File: config.mk
export PLATFORM = sky130hd
export DESIGN_NAME = jtag_tap_multichain
export DESIGN_NICKNAME = d
export VERILOG_FILES = /design/src/rtl/jtag_tap_multichain_pkg.sv /design/src/rtl/jtag_tap_multichain_chain.sv /design/src/rtl/jtag_tap_multichain.sv
export SDC_FILE = /design/constraint.sdc
export NUM_CORES = 1
export LEC_CHECK = 0
export BUFFER_PORTS_ARGS = -buffer_cell sky130_fd_sc_hd__buf_2
export CORE_MARGIN = 3
export CORE_UTILIZATION = 56
export CTS_BUF_LIST = sky130_fd_sc_hd__clkbuf_4
export CTS_CLUSTER_SIZE = 16
export DETAILED_ROUTE_END_ITERATION = 8
export PLACE_DENSITY = 0.82
export SYNTH_ARGS = -nofsm -noshare
export SYNTH_HDL_FRONTEND = slang
export SYNTH_HIERARCHICAL = 1
export SYNTH_SLANG_ARGS = --single-unit
File: constraint.sdc
create_clock -name clk -period 2.57 [get_ports clk]
set_input_delay 0 -clock clk [delete_from_list [all_inputs] [get_ports clk]]
set_output_delay 0 -clock clk [all_outputs]
set_load 0.02 [all_outputs]
File: src/rtl/jtag_tap_multichain_pkg.sv
// Shared TAP definitions: 4-bit 1149.1 state encodings, opcode constants and
// the opcode-to-user-chain decode used by the multichain TAP.
package jtag_pkg;

  typedef enum logic [3:0] {
    TEST_LOGIC_RESET = 4'h0,
    RUN_TEST_IDLE    = 4'h1,
    SELECT_DR_SCAN   = 4'h2,
    CAPTURE_DR       = 4'h3,
    SHIFT_DR         = 4'h4,
    EXIT1_DR         = 4'h5,
    PAUSE_DR         = 4'h6,
    EXIT2_DR         = 4'h7,
    UPDATE_DR        = 4'h8,
    SELECT_IR_SCAN   = 4'h9,
    CAPTURE_IR       = 4'hA,
    SHIFT_IR         = 4'hB,
    EXIT1_IR         = 4'hC,
    PAUSE_IR         = 4'hD,
    EXIT2_IR         = 4'hE,
    UPDATE_IR        = 4'hF
  } tap_state_e;

  localparam int unsigned IDCODE_OP = 1;
  localparam int unsigned BYPASS_OP = 32'hFFFF_FFFF;
  localparam int unsigned USER_BASE = 2;

  // Returns the user chain index an opcode selects, or -1 when it selects none.
  function automatic int op_to_chain(input int unsigned op, input int unsigned num_chains);
    if (op >= USER_BASE && (op - USER_BASE) < num_chains) begin
      return int'(op - USER_BASE);
    end
    return -1;
  endfunction

endpackage

File: src/rtl/jtag_tap_multichain_chain.sv
// Generic TAP scan register: shift stage with capture/shift enables plus a
// shadow stage loaded on update, used for the IR and every user data chain.
module tap_data_chain
  import jtag_pkg::*;
#(
  parameter int                WIDTH     = 8,
  parameter logic [WIDTH-1:0]  RESET_VAL = '0
) (
  input  logic             clk,
  input  logic             reset,
  input  logic             capture_i,
  input  logic             shift_i,
  input  logic             update_i,
  input  logic             load_reset_i,
  input  logic [WIDTH-1:0] capture_data_i,
  input  logic             tdi_i,
  output logic             tdo_o,
  output logic [WIDTH-1:0] shadow_o
);

  logic [WIDTH-1:0] shift_q, shift_d;
  logic [WIDTH-1:0] shadow_q;

  // Right shift with tdi entering at the MSB; written this way so WIDTH=1 works.
  always_comb begin
    shift_d = shift_q >> 1;
    shift_d[WIDTH-1] = tdi_i;
  end

  always_ff @(posedge clk or negedge reset) begin
    if (!reset) begin
      shift_q <= '0;
    end else if (capture_i) begin
      shift_q <= capture_data_i;
    end else if (shift_i) begin
      shift_q <= shift_d;
    end
  end

  always_ff @(posedge clk or negedge reset) begin
    if (!reset) begin
      shadow_q <= RESET_VAL;
    end else if (load_reset_i) begin
      shadow_q <= RESET_VAL;
    end else if (update_i) begin
      shadow_q <= shift_q;
    end
  end

  assign tdo_o    = shift_q[0];
  assign shadow_o = shadow_q;

endmodule

File: src/rtl/jtag_tap_multichain.sv
// JTAG TAP with IR, BYPASS, optional IDCODE and NUM_CHAINS user data chains.
// Define JTAG_IDCODE_EN to include the IDCODE register (reset opcode IDCODE).
module jtag_tap_multichain
  import jtag_pkg::*;
#(
  parameter int                   IR_WIDTH     = 4,
  parameter int                   DR_WIDTH     = 8,
  parameter int                   NUM_CHAINS   = 2,
  parameter logic [31:0]          IDCODE_VALUE = 32'h1000_0001,
  parameter logic [DR_WIDTH-1:0]  DR_RESET     = '0
) (
  input  logic                           clk,
  input  logic                           reset,
  input  logic                           tms,
  input  logic                           tdi,
  output logic                           tdo,
  output logic                           tdo_en,
  input  logic [NUM_CHAINS*DR_WIDTH-1:0] dr_capture_data,
  output logic [NUM_CHAINS*DR_WIDTH-1:0] dr_update_data,
  output logic [NUM_CHAINS-1:0]          update_strobe,
  output logic [IR_WIDTH-1:0]            instruction,
  output logic [3:0]                     tap_state
);

`ifdef JTAG_IDCODE_EN
  localparam logic [IR_WIDTH-1:0] RESET_OP = IR_WIDTH'(IDCODE_OP);
`else
  localparam logic [IR_WIDTH-1:0] RESET_OP = IR_WIDTH'(BYPASS_OP);
`endif
  localparam logic [IR_WIDTH-1:0] IR_CAPTURE = IR_WIDTH'(2'b01);

  tap_state_e state_q;
  logic       capture_dr, shift_dr, update_dr;
  logic       shift_ir, ir_tdo, dr_tdo;
  logic       sel_idcode, sel_bypass;
  int         sel_chain;
  logic       bypass_q;
  logic [NUM_CHAINS-1:0] chain_tdo;

  always_ff @(posedge clk or negedge reset) begin
    if (!reset) begin
      state_q <= TEST_LOGIC_RESET;
    end else begin
      case (state_q)
        TEST_LOGIC_RESET: state_q <= tms ? TEST_LOGIC_RESET : RUN_TEST_IDLE;
        RUN_TEST_IDLE:    state_q <= tms ? SELECT_DR_SCAN   : RUN_TEST_IDLE;
        SELECT_DR_SCAN:   state_q <= tms ? SELECT_IR_SCAN   : CAPTURE_DR;
        CAPTURE_DR:       state_q <= tms ? EXIT1_DR         : SHIFT_DR;
        SHIFT_DR:         state_q <= tms ? EXIT1_DR         : SHIFT_DR;
        EXIT1_DR:         state_q <= tms ? UPDATE_DR        : PAUSE_DR;
        PAUSE_DR:         state_q <= tms ? EXIT2_DR         : PAUSE_DR;
        EXIT2_DR:         state_q <= tms ? UPDATE_DR        : SHIFT_DR;
        UPDATE_DR:        state_q <= tms ? SELECT_DR_SCAN   : RUN_TEST_IDLE;
        SELECT_IR_SCAN:   state_q <= tms ? TEST_LOGIC_RESET : CAPTURE_IR;
        CAPTURE_IR:       state_q <= tms ? EXIT1_IR         : SHIFT_IR;
        SHIFT_IR:         state_q <= tms ? EXIT1_IR         : SHIFT_IR;
        EXIT1_IR:         state_q <= tms ? UPDATE_IR        : PAUSE_IR;
        PAUSE_IR:         state_q <= tms ? EXIT2_IR         : PAUSE_IR;
        EXIT2_IR:         state_q <= tms ? UPDATE_IR        : SHIFT_IR;
        UPDATE_IR:        state_q <= tms ? SELECT_DR_SCAN   : RUN_TEST_IDLE;
        default:          state_q <= TEST_LOGIC_RESET;
      endcase
    end
  end

  assign capture_dr = (state_q == CAPTURE_DR);
  assign shift_dr   = (state_q == SHIFT_DR);
  assign update_dr  = (state_q == UPDATE_DR);
  assign shift_ir   = (state_q == SHIFT_IR);
  assign tap_state  = state_q;
  assign tdo_en     = shift_ir | shift_dr;

  tap_data_chain #(.WIDTH(IR_WIDTH), .RESET_VAL(RESET_OP)) u_ir (
    .clk            (clk),
    .reset          (reset),
    .capture_i      (state_q == CAPTURE_IR),
    .shift_i        (shift_ir),
    .update_i       (state_q == UPDATE_IR),
    .load_reset_i   (state_q == TEST_LOGIC_RESET),
    .capture_data_i (IR_CAPTURE),
    .tdi_i          (tdi),
    .tdo_o          (ir_tdo),
    .shadow_o       (instruction)
  );

  // Any opcode that is neither IDCODE nor a valid USER code falls back to BYPASS.
  assign sel_chain = op_to_chain(32'(instruction), unsigned'(NUM_CHAINS));
`ifdef JTAG_IDCODE_EN
  assign sel_idcode = (instruction == IR_WIDTH'(IDCODE_OP));
`else
  assign sel_idcode = 1'b0;
`endif
  assign sel_bypass = !sel_idcode && (sel_chain < 0);

  always_ff @(posedge clk or negedge reset) begin
    if (!reset) begin
      bypass_q <= 1'b0;
    end else if (capture_dr && sel_bypass) begin
      bypass_q <= 1'b0;
    end else if (shift_dr && sel_bypass) begin
      bypass_q <= tdi;
    end
  end

`ifdef JTAG_IDCODE_EN
  logic [31:0] idcode_q;

  always_ff @(posedge clk or negedge reset) begin
    if (!reset) begin
      idcode_q <= '0;
    end else if (capture_dr && sel_idcode) begin
      idcode_q <= IDCODE_VALUE;
    end else if (shift_dr && sel_idcode) begin
      idcode_q <= {tdi, idcode_q[31:1]};
    end
  end
`else
  logic unused_idcode;
  assign unused_idcode = ^IDCODE_VALUE;
`endif

  for (genvar k = 0; k < NUM_CHAINS; k++) begin : g_chain
    tap_data_chain #(.WIDTH(DR_WIDTH), .RESET_VAL(DR_RESET)) u_chain (
      .clk            (clk),
      .reset          (reset),
      .capture_i      (capture_dr && (sel_chain == k)),
      .shift_i        (shift_dr && (sel_chain == k)),
      .update_i       (update_dr && (sel_chain == k)),
      .load_reset_i   (1'b0),
      .capture_data_i (dr_capture_data[k*DR_WIDTH +: DR_WIDTH]),
      .tdi_i          (tdi),
      .tdo_o          (chain_tdo[k]),
      .shadow_o       (dr_update_data[k*DR_WIDTH +: DR_WIDTH])
    );
    assign update_strobe[k] = update_dr && (sel_chain == k);
  end

  always_comb begin
    dr_tdo = bypass_q;
`ifdef JTAG_IDCODE_EN
    if (sel_idcode) dr_tdo = idcode_q[0];
`endif
    for (int k = 0; k < NUM_CHAINS; k++) begin
      if (sel_chain == k) dr_tdo = chain_tdo[k];
    end
  end

  assign tdo = shift_ir ? ir_tdo : (shift_dr ? dr_tdo : 1'b0);

endmodule
==> flow_summary.toml, run 1 <==
[timing]
fmax_mhz = 424
finalCritPeriodShare_pct = 91.8
timing.setup.tns_ps = 0
hold_viol_final = 0
tightest_slew_ps = 974
grt_setup_unrepaired = "false"
min_period_ps = 2360
slew_violations = 0
skew_ps = 9.60
maxSlewHeadroom_pct = 35.1
setup-violations-final = 0

[power_and_ir_drop]
combPwrFrac_pct = 31.0
power.share.switching_pct = 37.8
pwr-share-seq_pct = 54.1
p_int_w = 0.00129
peakVddDrop_mv = 0.604
p_switching_w = 0.000780
pwr-share-clk_pct = 15.0
leakagePower_nw = 1.19
p_per_area_nw_per_um2 = 743

[final_layout]
syn2layout_area_growth_pct = 21.8
fin_area_sq_um = 2780
mostFrequentLayoutCell = "buf_2"
antennaDiodeCount = 0
drive_above_1_share_pct = 23.5
layout_common_cells = "buf_2 (47), dfrtp_1 (41), mux2i_1 (38), nand2_1 (24), nor2_1 (21)"
fin_nets = 316

[drt]
dr_wl_met2_um = 2450
wl_per_cell_um = 14.2
first_iter_violations = 135
via_per_inst = 5.37
totalWireLength_um = 4840
dr_wl_met3_um = 240
maxUsedRoutingLayer = "met4"
drt_first_pass_iters = 4
drt-met1-wl_um = 2080
drc = 0
vias = 1837
ant_nets = 0

[global_routing]
grt_max_degree = 46
antenna_found_initial = 0
grt_pass1_wl_um = 8160
track_usage_pct = 21.0
grt_pass1_vias = 1779
overflow = 0

[clock_tree]
clock_latency_ps = 350
clk_path_buf_depth = 2
cts.root.buffer_cell = "clkbuf_4"
htreeDepth = 2
clkTransAtPathRegs_ps = 120
cts_tree = "yes"
cts_buffers = 5
cts_num_sinks = 45

[place]
place_area_sq_um = 2540
port_buffers = 47
dp_hpwl_um = 3210
gp_congestion = 0.770

[logic_synthesis]
async_flop_share_pct = 100
syn_area_sq_um = 2280
synth.area.top_cells = "dfrtp_1 (45%), mux2i_1 (17%), dfstp_2 (4.6%)"
yosys_warnings = 6
ys_types = 36
synth_top_area_share_pct = 45.0
yosysTopAreaCell = "dfrtp_1"
synthCells = 225
synth_ff_type = "dfrtp_1"
ys_ff_latch = 45
synth_edf_count = 0
post_synth.cell_area_avg_sq_um = 10.1
ys_seq_area_share_pct = 49.6

[die]
dieArea_sq_um = 4880
die_height_um = 69.8
rows = 22
start_util_pct = 60.1
core_area_sq_um = 3800
die_width_um = 69.8
ios = 48

[critical_path]
start_kind = "flip-flop"
path_max_fanout = 7
path_common_cell = "ha_1"
cp.required_ps = 2570
crit_path_end_kind = "output port"
slowest_delay_ps = 580
path_cells = "inv_1 -> ha_1 -> ha_1 -> and3_1 -> o21ai_2 -> nor3_2 -> buf_4 -> buf_2"
slowest_stage = "dfstp_2"
arrival_ps = 2360
crit_type = "flip-flop to output port"

[outcome]
status = "finished clean"

[flow_run]
drv_cap = 0

[hold_path]
hold_class = "primary input to flip-flop"
## state kept, by name, indices dropped and copies added, names as in the netlist
signal / flops
g_chain.u_chain/shadow_o: 16
u_ir/shadow_o: 4
tap_state: 4
g_chain.u_chain/shift_q: 16
u_ir/shift_q: 4
bypass_q: 1
## power by group through the flow
stage               Clock, W  Sequential, W  Combinational, W
global placement           0        0.00112          0.000599
CTS                 0.000324        0.00111          0.000640
global route        0.000349        0.00115          0.000719
detailed placement         0        0.00113          0.000618
finish              0.000309        0.00112          0.000640
floorplan                  0        0.00108          0.000484
## worst max-delay path, delay by kind of cell, from the launching register on
family	cells	cell delay [ps]
AOI/OAI and AO/OA	1	110
adders and majority gates	2	470
buffers and inverters	3	460
DFF	1	580
and+or+nand+nor	2	400
## worst paths after layout
path                                                        to  slack (ps)             start  cells after the start
worst max-delay path                          update_strobe[0]         210  u_ir/shadow_o[1]                      8
worst min-delay path                              tap_state[2]          30               tms                      3
worst max register to register  g_chain[0].u_chain/shadow_o[5]         330  u_ir/shadow_o[1]                      9
worst min register to register                        bypass_q         510          bypass_q                      1
max in group asynchronous                             bypass_q        1640             reset                      2
min in group asynchronous       g_chain[1].u_chain/shadow_o[4]         330             reset                      2
## per-stage QoR
| step | total power [W] | setup slack (ps) | instances | hold WS (ps) | utilization [%] |
|---|---|---|---|---|---|
| floorplan | 0.00157 | 200 | 229 | -296 | - |
| finish | 0.00207 | 212 | 342 | 26.2 | 73.2 |
| global route | 0.00222 | 32.2 | 342 | 20.7 | 73.2 |
| CTS | 0.00208 | 60.1 | 341 | 12.5 | 72.9 |
| detailed placement | 0.00175 | 231 | 315 | 207 | 66.8 |
| global placement | 0.00171 | 353 | 315 | 207 | 66.8 |
## cell usage after synthesis (4+ instances only)
cell	instances
inv_1	4
nor2b_1	9
nor3_1	4
mux2i_1	38
buf_6	5
a211o_1	4
nand2_1	24
o21ai_1	18
nor2_1	21
dfrtp_1	41
a21oi_1	8
clkbuf_1	4
dfstp_2	4
o21ai_0	9
## cells by family after synthesis
family                   Yosys count  share of synthesized area (%)
AO/OA/AOI/OAI                     44                           11.2
adder cells (fa/ha/maj)            3                           1.64
buffers and inverters             21                           5.65
flip-flops                        45                           49.6
multiplexers                      39                           17.2
other                              2                          0.329
AND/OR/NAND/NOR                   71                           14.4
## metal layers
layer	GRT usage, %	vias up
met4	8.09	0
met1	25.9	874
met3	4.20	9
met5	0	-
li1	-	904
met2	36.0	50
## layout make-up
type / instances / area (sq um)
Timing Repair Buffer: 72 / 468
Multi-Input combinational cell: 163 / 1050
Tap cell: 48 / 60.1
Sequential cell: 45 / 1130
Fill cell: 259 / 1020
Inverter: 6 / 25.0
Clock buffer: 5 / 37.5
Clock inverter: 3 / 12.5
## what timing repair did
action	4_1_cts	5_1_grt
hold endpoints to repair	58	0
resized for setup	0	1
buffers inserted	0	1
hold buffers	18	0
endpoints found under the setup margin	0	1
Note: power is estimated with default switching activity, not from simulation.
==> run 2: changes to the inputs <==
--- a/config.mk
+++ b/config.mk
@@ -12,6 +12,7 @@
 export CTS_CLUSTER_SIZE = 16
 export DETAILED_ROUTE_END_ITERATION = 8
 export PLACE_DENSITY = 0.82
+export REMOVE_ABC_BUFFERS = 1
 export SYNTH_ARGS = -nofsm -noshare
 export SYNTH_HDL_FRONTEND = slang
 export SYNTH_HIERARCHICAL = 1
==> constraint.sdc (replaced) <==
create_clock -name clk -period 2.57 [get_ports clk]
set_input_delay 0 -clock clk [delete_from_list [all_inputs] [get_ports clk]]
set_output_delay 0 -clock clk [all_outputs]
set_load 0.1 [all_outputs]
==> run 2 against run 1 <==
  * Worst setup slack got worse by 72 ps
  * Worst hold slack is essentially flat
  * Cell count up 0.29%
  * First-iteration DRC count fell by 15%
  * Combinational power up 67%
  * Sequential share of layout area decreased by 0.61 points
  * Via count is 2.2% lower
  * Core utilization rose by 1.1 points
  * Sequential power shrank 4%
  * Critical path type unchanged
==> flow_summary.toml, run 2 (synthesis results as in run 1) <==
[timing]
min_period_ps = 2430
tightest_slew_ps = 948
maxSlewHeadroom_pct = 36.8
slew_violations = 0
whs_ps = 26.5
finalCritPeriodShare_pct = 94.6
fin_ws_ps = 139
setup-violations-final = 0
grt_setup_unrepaired = "false"
skew_ps = 18.1
hold_viol_final = 0
fmax_mhz = 411

[drt]
first_iter_violations = 115
ant_nets = 0
dr_wl_met2_um = 2200
dr_wl_met3_um = 202
vias = 1796
drt-met1-wl_um = 2110
drc = 0
drt_first_pass_iters = 4
maxUsedRoutingLayer = "met4"
via_per_inst = 5.24
wl_per_cell_um = 13.3
totalWireLength_um = 4570

[clock_tree]
clkTransAtPathRegs_ps = 120
clock_latency_ps = 370
cts.root.buffer_cell = "clkbuf_4"
htreeDepth = 2
cts_tree = "yes"
cts_num_sinks = 45
clk_path_buf_depth = 2
cts_buffers = 5

[final_layout]
layout_common_cells = "buf_2 (44), dfrtp_1 (41), mux2i_1 (38), nand2_1 (24), nor2_1 (21)"
drive_above_1_share_pct = 23.4
antennaDiodeCount = 0
fillers = 292
mostFrequentLayoutCell = "buf_2"
instances_no_fill = 343
fin_util_pct = 74.3
syn2layout_area_growth_pct = 23.7
fin_nets = 317

[critical_path]
slowest_stage = "dfstp_2"
arrival_ps = 2430
path_max_fanout = 9
crit_type = "flip-flop to output port"
crit_path_end_kind = "output port"
path_cells = "inv_1 -> ha_1 -> ha_1 -> and3_1 -> o21ai_1 -> nor3_1 -> buf_4 -> buf_12"
cp.required_ps = 2570
crit_family = "flip-flops"
path_common_cell = "ha_1"
slowest_delay_ps = 580
start_kind = "flip-flop"
cp_num_buf_inv = 3

[global_routing]
track_usage_pct = 19.4
grt_pass1_vias = 1622
grt_max_degree = 46
overflow = 0
antenna_found_initial = 0
grt_pass1_wl_um = 7620

[die]
die_width_um = 69.8
rows = 22
die_height_um = 69.8
start_util_pct = 60.1
dieArea_sq_um = 4880
core_area_sq_um = 3800
ios = 48

[power_and_ir_drop]
peakVddDrop_mv = 0.456
power_w = 0.00248
p_per_area_nw_per_um2 = 879
leakagePower_nw = 1.20

[flow_run]
drv_cap = 0

[hold_path]
hold_class = "primary input to flip-flop"

[place]
port_buffers = 47
dp_hpwl_um = 3100
place_ws_ps = 311
gp_congestion = 0.866
dp.cells = 317

[outcome]
status = "finished clean"
run 2: per-stage QoR:
step                      area (sq um)  TNS [ps]
after floorplan                   2190    -41600
after global placement            2580         0
after detailed placement          2580         0
after CTS                         2820         0
after global routing              2820         0
final                             2820         0
run 2: what timing repair did:
item,CTS,global route
hold buffers,18,0
resized for setup,0,3
buffers inserted,0,0
hold endpoints to repair,59,0
setup endpoints to repair,0,1
run 2: final cells by class:
| cell class | count | area [sq um] | share of cell area [%] |
|---|---|---|---|
| Clock buffer | 5 | 37.5 | 1.33 |
| Clock inverter | 3 | 20.0 | 0.709 |
| Inverter | 6 | 25.0 | 0.887 |
| Multi-Input combinational cell | 163 | 1040 | 36.7 |
| Sequential cell | 45 | 1130 | 40.1 |
| Tap cell | 48 | 60.1 | 2.13 |
| Timing Repair Buffer | 73 | 512 | 18.1 |
run 2: tightest hold or removal path, cell delays in order:
cell and delay [ps]:
buf_2 160, a21oi_1 140, a21oi_1 50
run 2: routing by layer:
layer	global-route usage, %	vias up
met1	26.6	837
li1	-	909
met4	6.38	0
met3	5.36	5
met2	29.9	45
met5	0	-
run 2: worst paths after layout:
path	end	start	depth (start not counted)	slack, ps
setup / recovery	update_strobe[0]	u_ir/shadow_o[1]	8	140
hold / removal	tap_state[2]	tms	3	30
setup reg to reg	g_chain[0].u_chain/shift_q[2]	u_ir/shadow_o[1]	9	320
hold reg to reg	bypass_q	bypass_q	1	510
max in group asynchronous	tap_state[3]	reset	2	1670
min in group asynchronous	g_chain[1].u_chain/shift_q[4]	reset	2	310
run 2: power by group:
part           total, W  switching [W]  internal (W)  leakage (nW)
sequential      0.00107       0.000177      0.000889         0.532
clock          0.000340       0.000233      0.000107        0.0292
combinational   0.00107       0.000754      0.000320         0.642
total           0.00248        0.00116       0.00132          1.20
==> run 3: changes to the inputs <==
--- a/config.mk
+++ b/config.mk
@@ -6,7 +6,6 @@
 export NUM_CORES = 1
 export LEC_CHECK = 0
 export BUFFER_PORTS_ARGS = -buffer_cell sky130_fd_sc_hd__buf_2
-export CORE_MARGIN = 3
 export CORE_UTILIZATION = 56
 export CTS_BUF_LIST = sky130_fd_sc_hd__clkbuf_4
 export CTS_CLUSTER_SIZE = 16
==> run 3 against run 2 <==
  * Cell count unchanged
  * Routed wire length increased by 3.8%
  * Clock power decreased by 5%
  * Critical path depth unchanged
==> flow_summary.toml, run 3 (synthesis results as in run 1) <==
[drt]
vias = 1826
totalWireLength_um = 4740
via_per_inst = 5.32
drc = 0
ant_nets = 0
first_iter_violations = 95
drt_first_pass_iters = 4
wl_per_cell_um = 13.8

[final_layout]
fin_nets = 317
antennaDiodeCount = 0
mostFrequentLayoutCell = "buf_2"
drive_above_1_share_pct = 23.7
layout_common_cells = "buf_2 (44), dfrtp_1 (41), mux2i_1 (38), nand2_1 (24), nor2_1 (21)"
fillers = 281
syn2layout_area_growth_pct = 23.6
fin_util_pct = 74.8

[critical_path]
arrival_ps = 2430
path_cells = "inv_1 -> ha_1 -> ha_1 -> and3_1 -> o21ai_1 -> nor3_1 -> buf_4 -> buf_12"
regToRegSetupSlack_ps = 310
slowest_stage = "dfstp_2"
crit_path_end_kind = "output port"
crit_type = "flip-flop to output port"
path_common_cell = "ha_1"
path_max_fanout = 9
slowest_delay_ps = 580
endpoint = "update_strobe[0]"
reg2reg_depth = 9
cp.required_ps = 2570
start_kind = "flip-flop"
rr_startpoint = "u_ir/shadow_o[1]"
setup.worst_path.start = "u_ir/shadow_o[1]"
reg2reg_to = "g_chain[0].u_chain/shadow_o[7]"

[clock_tree]
clkTransAtPathRegs_ps = 130
cts.root.buffer_cell = "clkbuf_4"
cts_tree = "yes"
clock_latency_ps = 350
htreeDepth = 2
cts_buffers = 5
clk_path_buf_depth = 2
cts_num_sinks = 45
cts_setup_buffers = 0

[die]
start_util_pct = 60.5
die_height_um = 65.8
dieArea_sq_um = 4330
core_area_sq_um = 3770
rows = 22
die_width_um = 65.8
ios = 48

[hold_path]
hold_class = "primary input to flip-flop"
holdPathStages = 3

[power_and_ir_drop]
combPwrFrac_pct = 42.4
power_w = 0.00247
peakVddDrop_mv = 0.497
power.share.switching_pct = 47.2
pwr-share-seq_pct = 44.5
p_per_area_nw_per_um2 = 877
pwr-share-clk_pct = 13.1
p_int_w = 0.00131
leakagePower_nw = 1.20
p_switching_w = 0.00117

[global_routing]
grt_pass1_vias = 1825
overflow = 0
grt_pass1_wl_um = 7940
antenna_found_initial = 0
track_usage_pct = 24.2
grt_max_degree = 46

[timing]
fin_ws_ps = 139
min_period_ps = 2430
slew_violations = 0
tightest_slew_ps = 956
grt_setup_unrepaired = "false"
fmax_mhz = 411
hold_viol_final = 0
setup-violations-final = 0
skew_ps = 13.2
maxSlewHeadroom_pct = 36.2
finalCritPeriodShare_pct = 94.6

[place]
place_ws_ps = 312
dp_hpwl_um = 3240
gp_congestion = 0.793
port_buffers = 47

[flow_run]
drv_cap = 0

[outcome]
status = "finished clean"
run 3: cell count changes in the layout (fill, tap and decap cells not counted), sizes merged:
| cell | previous run | this run |
|---|---|---|
| clkinv | 2 | 3 |
| inv | 6 | 5 |
run 3: worst max-delay path: cells and delay by family (launching register included):
kind	cells	cell delay [ps]
AND/OR/NAND/NOR	2	380
buffers and inverters	3	500
adder cells (fa/ha/maj)	2	460
flip-flops	1	580
AO/OA/AOI/OAI	1	160
run 3: routing by layer:
| metal | GRT usage, % | wire length (um) |
|---|---|---|
| met3 | 5.52 | 210 |
| met2 | 39.8 | 2240 |
| met1 | 32.3 | 2230 |
| met5 | 0 | 0 |
| met4 | 6.25 | 56 |
run 3: final cells by class:
type	instances	area (sq um)	share of cell area [%]
Clock inverter	3	17.5	0.621
Clock buffer	5	37.5	1.33
Sequential cell	45	1130	40.1
Tap cell	48	60.1	2.13
Timing Repair Buffer	73	512	18.1
Inverter	6	25.0	0.887
Multi-Input combinational cell	163	1040	36.8
run 3: timing repair:
action	4_1_cts	5_1_grt
hold buffers	18	0
gates resized for setup	0	3
setup endpoints to repair	0	1
hold endpoints to repair	58	0
run 3: worst min path at each step:
stage,from,end
2_1_floorplan,reset,bypass_q
3_3_place_gp,reset,g_chain[1].u_chain/shadow_o[4]
3_5_place_dp,reset,g_chain[1].u_chain/shadow_o[5]
4_1_cts,tms,tap_state[3]
5_1_grt,tms,tap_state[3]
6_report,tms,tap_state[3]
run 3: stage by stage:
step	instances	cell area (sq um)	hold slack, ps	setup TNS [ps]
finish	343	2820	46.1	0
global route	343	2820	62.4	0
CTS	343	2810	27.8	0
detailed placement	317	2580	199	0
global placement	317	2580	214	0
floorplan	214	2190	-296	-41600
run 3: power groups by stage:
stage / sequential (W) / clock [W] / combinational (W)
floorplan: 0.00143 / 0 / 0.000462
global placement: 0.00111 / 0 / 0.000996
detailed placement: 0.00111 / 0 / 0.00102
CTS: 0.00110 / 0.000333 / 0.00105
global route: 0.00114 / 0.000361 / 0.00113
finish: 0.00110 / 0.000323 / 0.00105
